`src/rtl/match_iter_pkg.sv`:
```
// Shared types and width helpers for match_bit_iterator and its set-bit finder.
package match_iter_pkg;

    typedef enum logic {
        IDLE = 1'b0,
        SCAN = 1'b1
    } state_t;

    // Beat fields are sized for the widest supported configuration; users narrow them.
    localparam int unsigned BEAT_IDX_MAX = 16;
    localparam int unsigned BEAT_TAG_MAX = 64;

    typedef struct packed {
        logic [BEAT_IDX_MAX-1:0] index;
        logic [BEAT_TAG_MAX-1:0] tag;
        logic                    none;
        logic                    last;
        logic                    trunc;
    } beat_t;

    function automatic int unsigned idx_width(input int unsigned w);
        return (w < 2) ? 1 : $clog2(w);
    endfunction

    function automatic int unsigned cnt_width(input int unsigned m);
        return (m < 1) ? 1 : $clog2(m + 1);
    endfunction

endpackage

```
`src/rtl/match_bit_iterator_first_set_finder.sv`:
```
// Combinational first-set-bit finder in either direction, plus "at most one bit set" flag.
module first_set_finder
    import match_iter_pkg::*;
#(
    parameter int unsigned W         = 16,
    parameter bit          MSB_FIRST = 1'b0,
    localparam int unsigned IW       = idx_width(W)
) (
    input  logic [W-1:0]  vec,
    output logic          found,
    output logic [IW-1:0] index,
    output logic          onehot_or_zero
);

    // Scan toward the preferred end so the last hit written wins.
    always_comb begin
        found          = |vec;
        index          = '0;
        onehot_or_zero = ((vec & (vec - W'(1))) == '0);
        if (MSB_FIRST) begin
            for (int i = 0; i < int'(W); i++) begin
                if (vec[i]) index = IW'(i);
            end
        end else begin
            for (int i = int'(W) - 1; i >= 0; i--) begin
                if (vec[i]) index = IW'(i);
            end
        end
    end

endmodule

```
`src/rtl/match_bit_iterator.sv`:
```
// Streams the index of every set bit of an accepted vector, one beat per handshake.
// Optional stats counters: define MATCH_BIT_ITER_STATS_EN.
module match_bit_iterator
    import match_iter_pkg::*;
#(
    parameter int unsigned W         = 16,
    parameter int unsigned TAG_W     = 8,
    parameter int unsigned MAX_OUT   = W,
    parameter bit          MSB_FIRST = 1'b0,
    localparam int unsigned IW       = idx_width(W)
) (
    input  logic             clk,
    input  logic             rst_n,
    input  logic             flush,
    input  logic             in_valid,
    output logic             in_ready,
    input  logic [W-1:0]     in_vec,
    input  logic [TAG_W-1:0] in_tag,
    output logic             out_valid,
    input  logic             out_ready,
    output logic [IW-1:0]    out_index,
    output logic [TAG_W-1:0] out_tag,
    output logic             out_none,
    output logic             out_last,
    output logic             out_trunc
`ifdef MATCH_BIT_ITER_STATS_EN
    ,
    output logic [31:0]      stat_vec_cnt,
    output logic [31:0]      stat_beat_cnt
`endif
);

    localparam int unsigned CW = cnt_width(MAX_OUT);

    state_t           state_q, state_d;
    logic [W-1:0]     res_q, res_d;
    logic [CW-1:0]    cnt_q, cnt_d;
    logic [TAG_W-1:0] tag_q, tag_d;

    logic             found;
    logic [IW-1:0]    idx;
    logic             one_or_zero;
    logic             scan, at_cap, hs, done, accept;
    beat_t            beat;
    logic             unused_beat;

    first_set_finder #(
        .W         (W),
        .MSB_FIRST (MSB_FIRST)
    ) u_finder (
        .vec            (res_q),
        .found          (found),
        .index          (idx),
        .onehot_or_zero (one_or_zero)
    );

    // Current beat, derived purely from registered state.
    always_comb begin
        scan   = (state_q == SCAN);
        at_cap = (cnt_q == CW'(MAX_OUT - 1));
        beat   = '0;
        if (scan) begin
            beat.index = BEAT_IDX_MAX'(idx);
            beat.tag   = BEAT_TAG_MAX'(tag_q);
            beat.none  = !found;
            beat.last  = one_or_zero || at_cap;
            beat.trunc = at_cap && !one_or_zero;
        end
    end

    assign out_valid   = scan;
    assign out_index   = IW'(beat.index);
    assign out_tag     = TAG_W'(beat.tag);
    assign out_none    = beat.none;
    assign out_last    = beat.last;
    assign out_trunc   = beat.trunc;
    assign unused_beat = ^beat;

    // Next state: flush beats everything, then accept (incl. back-to-back), then beat retire.
    always_comb begin
        state_d  = state_q;
        res_d    = res_q;
        cnt_d    = cnt_q;
        tag_d    = tag_q;
        hs       = scan && out_ready;
        done     = hs && beat.last;
        in_ready = !flush && (!scan || done);
        accept   = in_valid && in_ready;
        if (flush) begin
            state_d = IDLE;
            res_d   = '0;
            cnt_d   = '0;
        end else if (accept) begin
            state_d = SCAN;
            res_d   = in_vec;
            cnt_d   = '0;
            tag_d   = in_tag;
        end else if (done) begin
            state_d = IDLE;
            res_d   = '0;
            cnt_d   = '0;
        end else if (hs) begin
            res_d = res_q & ~(W'(1) << idx);
            cnt_d = cnt_q + CW'(1);
        end
    end

    always_ff @(posedge clk) begin
        if (!rst_n) begin
            state_q <= IDLE;
            res_q   <= '0;
            cnt_q   <= '0;
            tag_q   <= '0;
        end else begin
            state_q <= state_d;
            res_q   <= res_d;
            cnt_q   <= cnt_d;
            tag_q   <= tag_d;
        end
    end

`ifdef MATCH_BIT_ITER_STATS_EN
    // Saturating activity counters; survive flush, cleared only by reset.
    always_ff @(posedge clk) begin
        if (!rst_n) begin
            stat_vec_cnt  <= '0;
            stat_beat_cnt <= '0;
        end else begin
            if (accept && (stat_vec_cnt != '1)) stat_vec_cnt <= stat_vec_cnt + 32'd1;
            if (hs && (stat_beat_cnt != '1)) stat_beat_cnt <= stat_beat_cnt + 32'd1;
        end
    end
`else
    // No stats hardware in this build.
`endif

endmodule

```
`config.mk`:
```
export PLATFORM = sky130hd
export DESIGN_NAME = match_bit_iterator
export DESIGN_NICKNAME = d
export VERILOG_FILES = /design/src/rtl/match_iter_pkg.sv /design/src/rtl/match_bit_iterator_first_set_finder.sv /design/src/rtl/match_bit_iterator.sv
export SDC_FILE = /design/constraint.sdc
export NUM_CORES = 1
export LEC_CHECK = 0
export ABC_AREA = 1
export BUFFER_PORTS_ARGS = -buffer_cell sky130_fd_sc_hd__buf_2
export CORE_MARGIN = 5
export CORE_UTILIZATION = 55
export CTS_CLUSTER_DIAMETER = 120
export DETAILED_ROUTE_END_ITERATION = 8
export GPL_ROUTABILITY_DRIVEN = 0
export PLACE_DENSITY = 0.81
export SETUP_SLACK_MARGIN = 0.15
export SLEW_MARGIN = 20
export SYNTH_ARGS = -nofsm -noshare
export SYNTH_HDL_FRONTEND = slang
export SYNTH_SLANG_ARGS = --single-unit
```
`constraint.sdc`:
```
create_clock -name clk -period 4.6 [get_ports clk]
set_input_delay 0.69 -clock clk [delete_from_list [all_inputs] [get_ports clk]]
set_output_delay 0.69 -clock clk [all_outputs]
set_load 0.005 [all_outputs]
```
==> impl_metrics.py <==
metrics = {
    "sta": {
        "fin_skew_ns": 0.00582,
        "finalSetupTns_ns": 0,
        "fin_hold_ws_ns": 0.460,
        "slew_headroom_pct": 67.7,
        "rsz0062_at_grt": "false",
        "max_freq_mhz": 332,
        "finalHoldViolCount": 0,
        "finalSetupViolCount": 0,
        "tightest_slew_ns": 0.472,
        "maxSlewViolCount": 0,
        "fin_crit_ns": 3.01,
        "period_share_pct": 65.5,
    },
    "yosys": {
        "syn_inst": 331,
        "ys_warn_count": 0,
        "ys_types": 31,
        "syn_nets": 362,
        "ys_async_sr_fraction_pct": 0,
        "postSynthAreaPerCell_sq_um": 6.15,
        "yosys_most_used_dff": "dfxtp_1",
        "synth-seq-cells": 30,
        "synth-edff-count": 0,
        "synth_seq_area_share_pct": 29.5,
        "synth_area_sq_um": 2040,
    },
    "routing": {
        "post-route-drc-count": 0,
        "drt_iter0_markers": 221,
        "dr.pass1.iters": 5,
        "dr_total_vias": 2325,
        "vias_per_cell": 5.55,
        "drt-wirelength-per-cell_um": 13.2,
        "wirelength_um": 5540,
        "drtAntennaViolNets": 0,
    },
    "floorplan": {
        "core_area_sq_um": 3630,
        "fp-row-count": 22,
        "initial_utilization_pct": 56.1,
        "die_h_um": 70.9,
        "die_area_sq_um": 5020,
        "die-width_um": 70.9,
        "pin_count": 46,
    },
    "placed_design": {
        "hpwl_um": 4040,
        "dp_cells": 411,
        "place_area_sq_um": 2260,
        "io_buffer_count": 45,
    },
    "grt": {
        "antenna_found_initial": 0,
        "grt_pass1_vias": 2068,
        "grt_max_degree": 29,
        "grt-ovfl-total": 0,
        "grt_use_total_pct": 22.5,
        "grt_pass1_wl_um": 9290,
    },
    "critical_path": {
        "slowest_stage": "dfxtp_1",
        "crit_buf_inv": 1,
        "crit_required_ns": 3.91,
        "slowest_delay_ns": 0.34,
        "arrival_ns": 2.32,
        "path_class": "reg -> out",
        "crit_fanout": 18,
        "critPathLaunchType": "flip-flop",
        "critical_path.top_delay_family": "simple AND/OR/NAND/NOR gates",
        "end_kind": "output port",
        "path_cells": "nor2_1 > nand2_1 > o21ai_0 > nand2_1 > nor2_1 > nand3_1 > nand2_2 > nand2_4 > a21oi_4 > buf_2",
    },
    "clocking": {
        "insertion_delay_ns": 0.28,
        "root_buffer": "clkbuf_8",
        "cts_num_sinks": 30,
        "cts_setup_buffers": 0,
        "cts_buffers": 5,
        "cts.path.max_buffers": 2,
        "cts_resized": 0,
        "hold_buffers": 0,
        "clk_pin_slew_worst_paths_ns": 0.06,
        "tritoncts": "built",
        "h-tree-depth": 2,
    },
    "worst_hold_path": {
        "hp-class": "reg -> reg",
    },
    "outcome": {
        "status": "finished clean",
    },
    "cells_and_area": {
        "final_nets": 401,
        "seqCellArea_sq_um": 601,
        "fillers": 353,
        "mostFrequentLayoutCell": "nand2_1",
        "syn_to_final_growth_pct": 16.4,
        "layout-drive-gt1-share_pct": 18.1,
        "final_cell_count_no_fill": 419,
        "multi_input_area_sq_um": 1200,
        "layout_common_cells": "nand2_1 (107), buf_2 (45), inv_1 (40)",
        "fin_area_sq_um": 2370,
        "diodes": 0,
    },
    "power": {
        "sw_frac_of_total_pct": 26.4,
        "combPwrFrac_pct": 13.8,
        "p_seq_share_pct": 44.5,
        "power.leakage_nw": 1.27,
        "intPower_mw": 0.444,
        "p_per_area_nw_per_um2": 255,
        "power.switching_mw": 0.159,
        "ir_drop_uv": 217,
        "clockPowerShare_pct": 41.6,
    },
    "job": {
        "cap_violations": 0,
    },
}
[layout make-up]
class | instances | share of cell area, %
Sequential cell | 30 | 25.3
Multi-Input combinational cell | 244 | 50.7
Timing Repair Buffer | 47 | 10.1
Inverter | 42 | 6.65
Tap cell | 48 | 2.53
Clock buffer | 8 | 4.64
[flip-flops by register name, summed over array words and instances (netlist names)]
signal	flops
tag_q	8
cnt_q	5
res_q	16
out_valid	1
[layer usage]
| metal | GRT usage, % | share of wire, % | vias to the layer above |
|---|---|---|---|
| met3 | 3.84 | 7.0 | 13 |
| met5 | 0 | 0 | - |
| met4 | 7.52 | 2.3 | 0 |
| met2 | 37.8 | 47 | 98 |
| li1 | - | - | 1158 |
| met1 | 29.1 | 43 | 1056 |
[worst reg2reg max path, delay by kind of cell (launching register included)]
| kind | cells | cell delay [ns] |
|---|---|---|
| DFF | 1 | 0.34 |
| AOI/OAI and AO/OA | 3 | 0.68 |
| and+or+nand+nor | 9 | 1.30 |
[kinds of logic after synthesis]
family	Yosys count	synth area share, %
buffers and inverters	57	11.5
XOR/XNOR	2	0.860
flip-flops	30	29.5
AO/OA/AOI/OAI	57	17.9
adder cells (fa/ha/maj)	2	1.23
AND/OR/NAND/NOR	183	39.1
[synthesized netlist by cell type (2+ instances only)]
| library cell | count | area (sq um) |
|---|---|---|
| nor3_1 | 2 | 10.0 |
| ha_1 | 2 | 25.0 |
| xor2_1 | 2 | 17.5 |
| o21bai_1 | 3 | 22.5 |
| nand4_1 | 14 | 87.6 |
| a21oi_1 | 31 | 155 |
| buf_2 | 4 | 20.0 |
| buf_6 | 2 | 22.5 |
| clkinv_1 | 2 | 7.51 |
| nand3_1 | 16 | 80.1 |
| o21ai_0 | 4 | 20.0 |
| inv_1 | 40 | 150 |
| nor2_1 | 31 | 116 |
| nand2_4 | 2 | 22.5 |
| dfxtp_1 | 30 | 601 |
| nor2_2 | 2 | 12.5 |
| nand2_1 | 107 | 402 |
| nand2_2 | 4 | 25.0 |
| clkbuf_1 | 8 | 30.0 |
| o311ai_0 | 14 | 123 |
[power groups by stage]
| stage | clock [mW] | sequential, mW | combinational [mW] |
|---|---|---|---|
| 2_1_floorplan | 0 | 0.274 | 0.0565 |
| 3_3_place_gp | 0 | 0.274 | 0.0809 |
| 3_5_place_dp | 0 | 0.275 | 0.0815 |
| 4_1_cts | 0.253 | 0.269 | 0.0822 |
| 5_1_grt | 0.266 | 0.270 | 0.0930 |
| 6_report | 0.251 | 0.269 | 0.0836 |
[path summary, 6_finish.rpt]
path              end  slack (ns)  cells after the start     start
max          in_ready        1.59                     10  res_q[6]
min          tag_q[7]        0.46                      2  tag_q[7]
max reg2reg  cnt_q[2]        2.18                     12  res_q[6]
min reg2reg  tag_q[7]        0.46                      2  tag_q[7]
[stage by stage]
stage	utilization, %	power [mW]	setup slack (ns)
3_3_place_gp	62.2	0.355	1.96
5_1_grt	65.3	0.628	1.34
2_1_floorplan	-	0.330	2.35
4_1_cts	65.3	0.604	1.60
3_5_place_dp	62.2	0.356	1.92
6_report	65.3	0.604	1.59
Note: power is estimated with default switching activity, not from simulation.
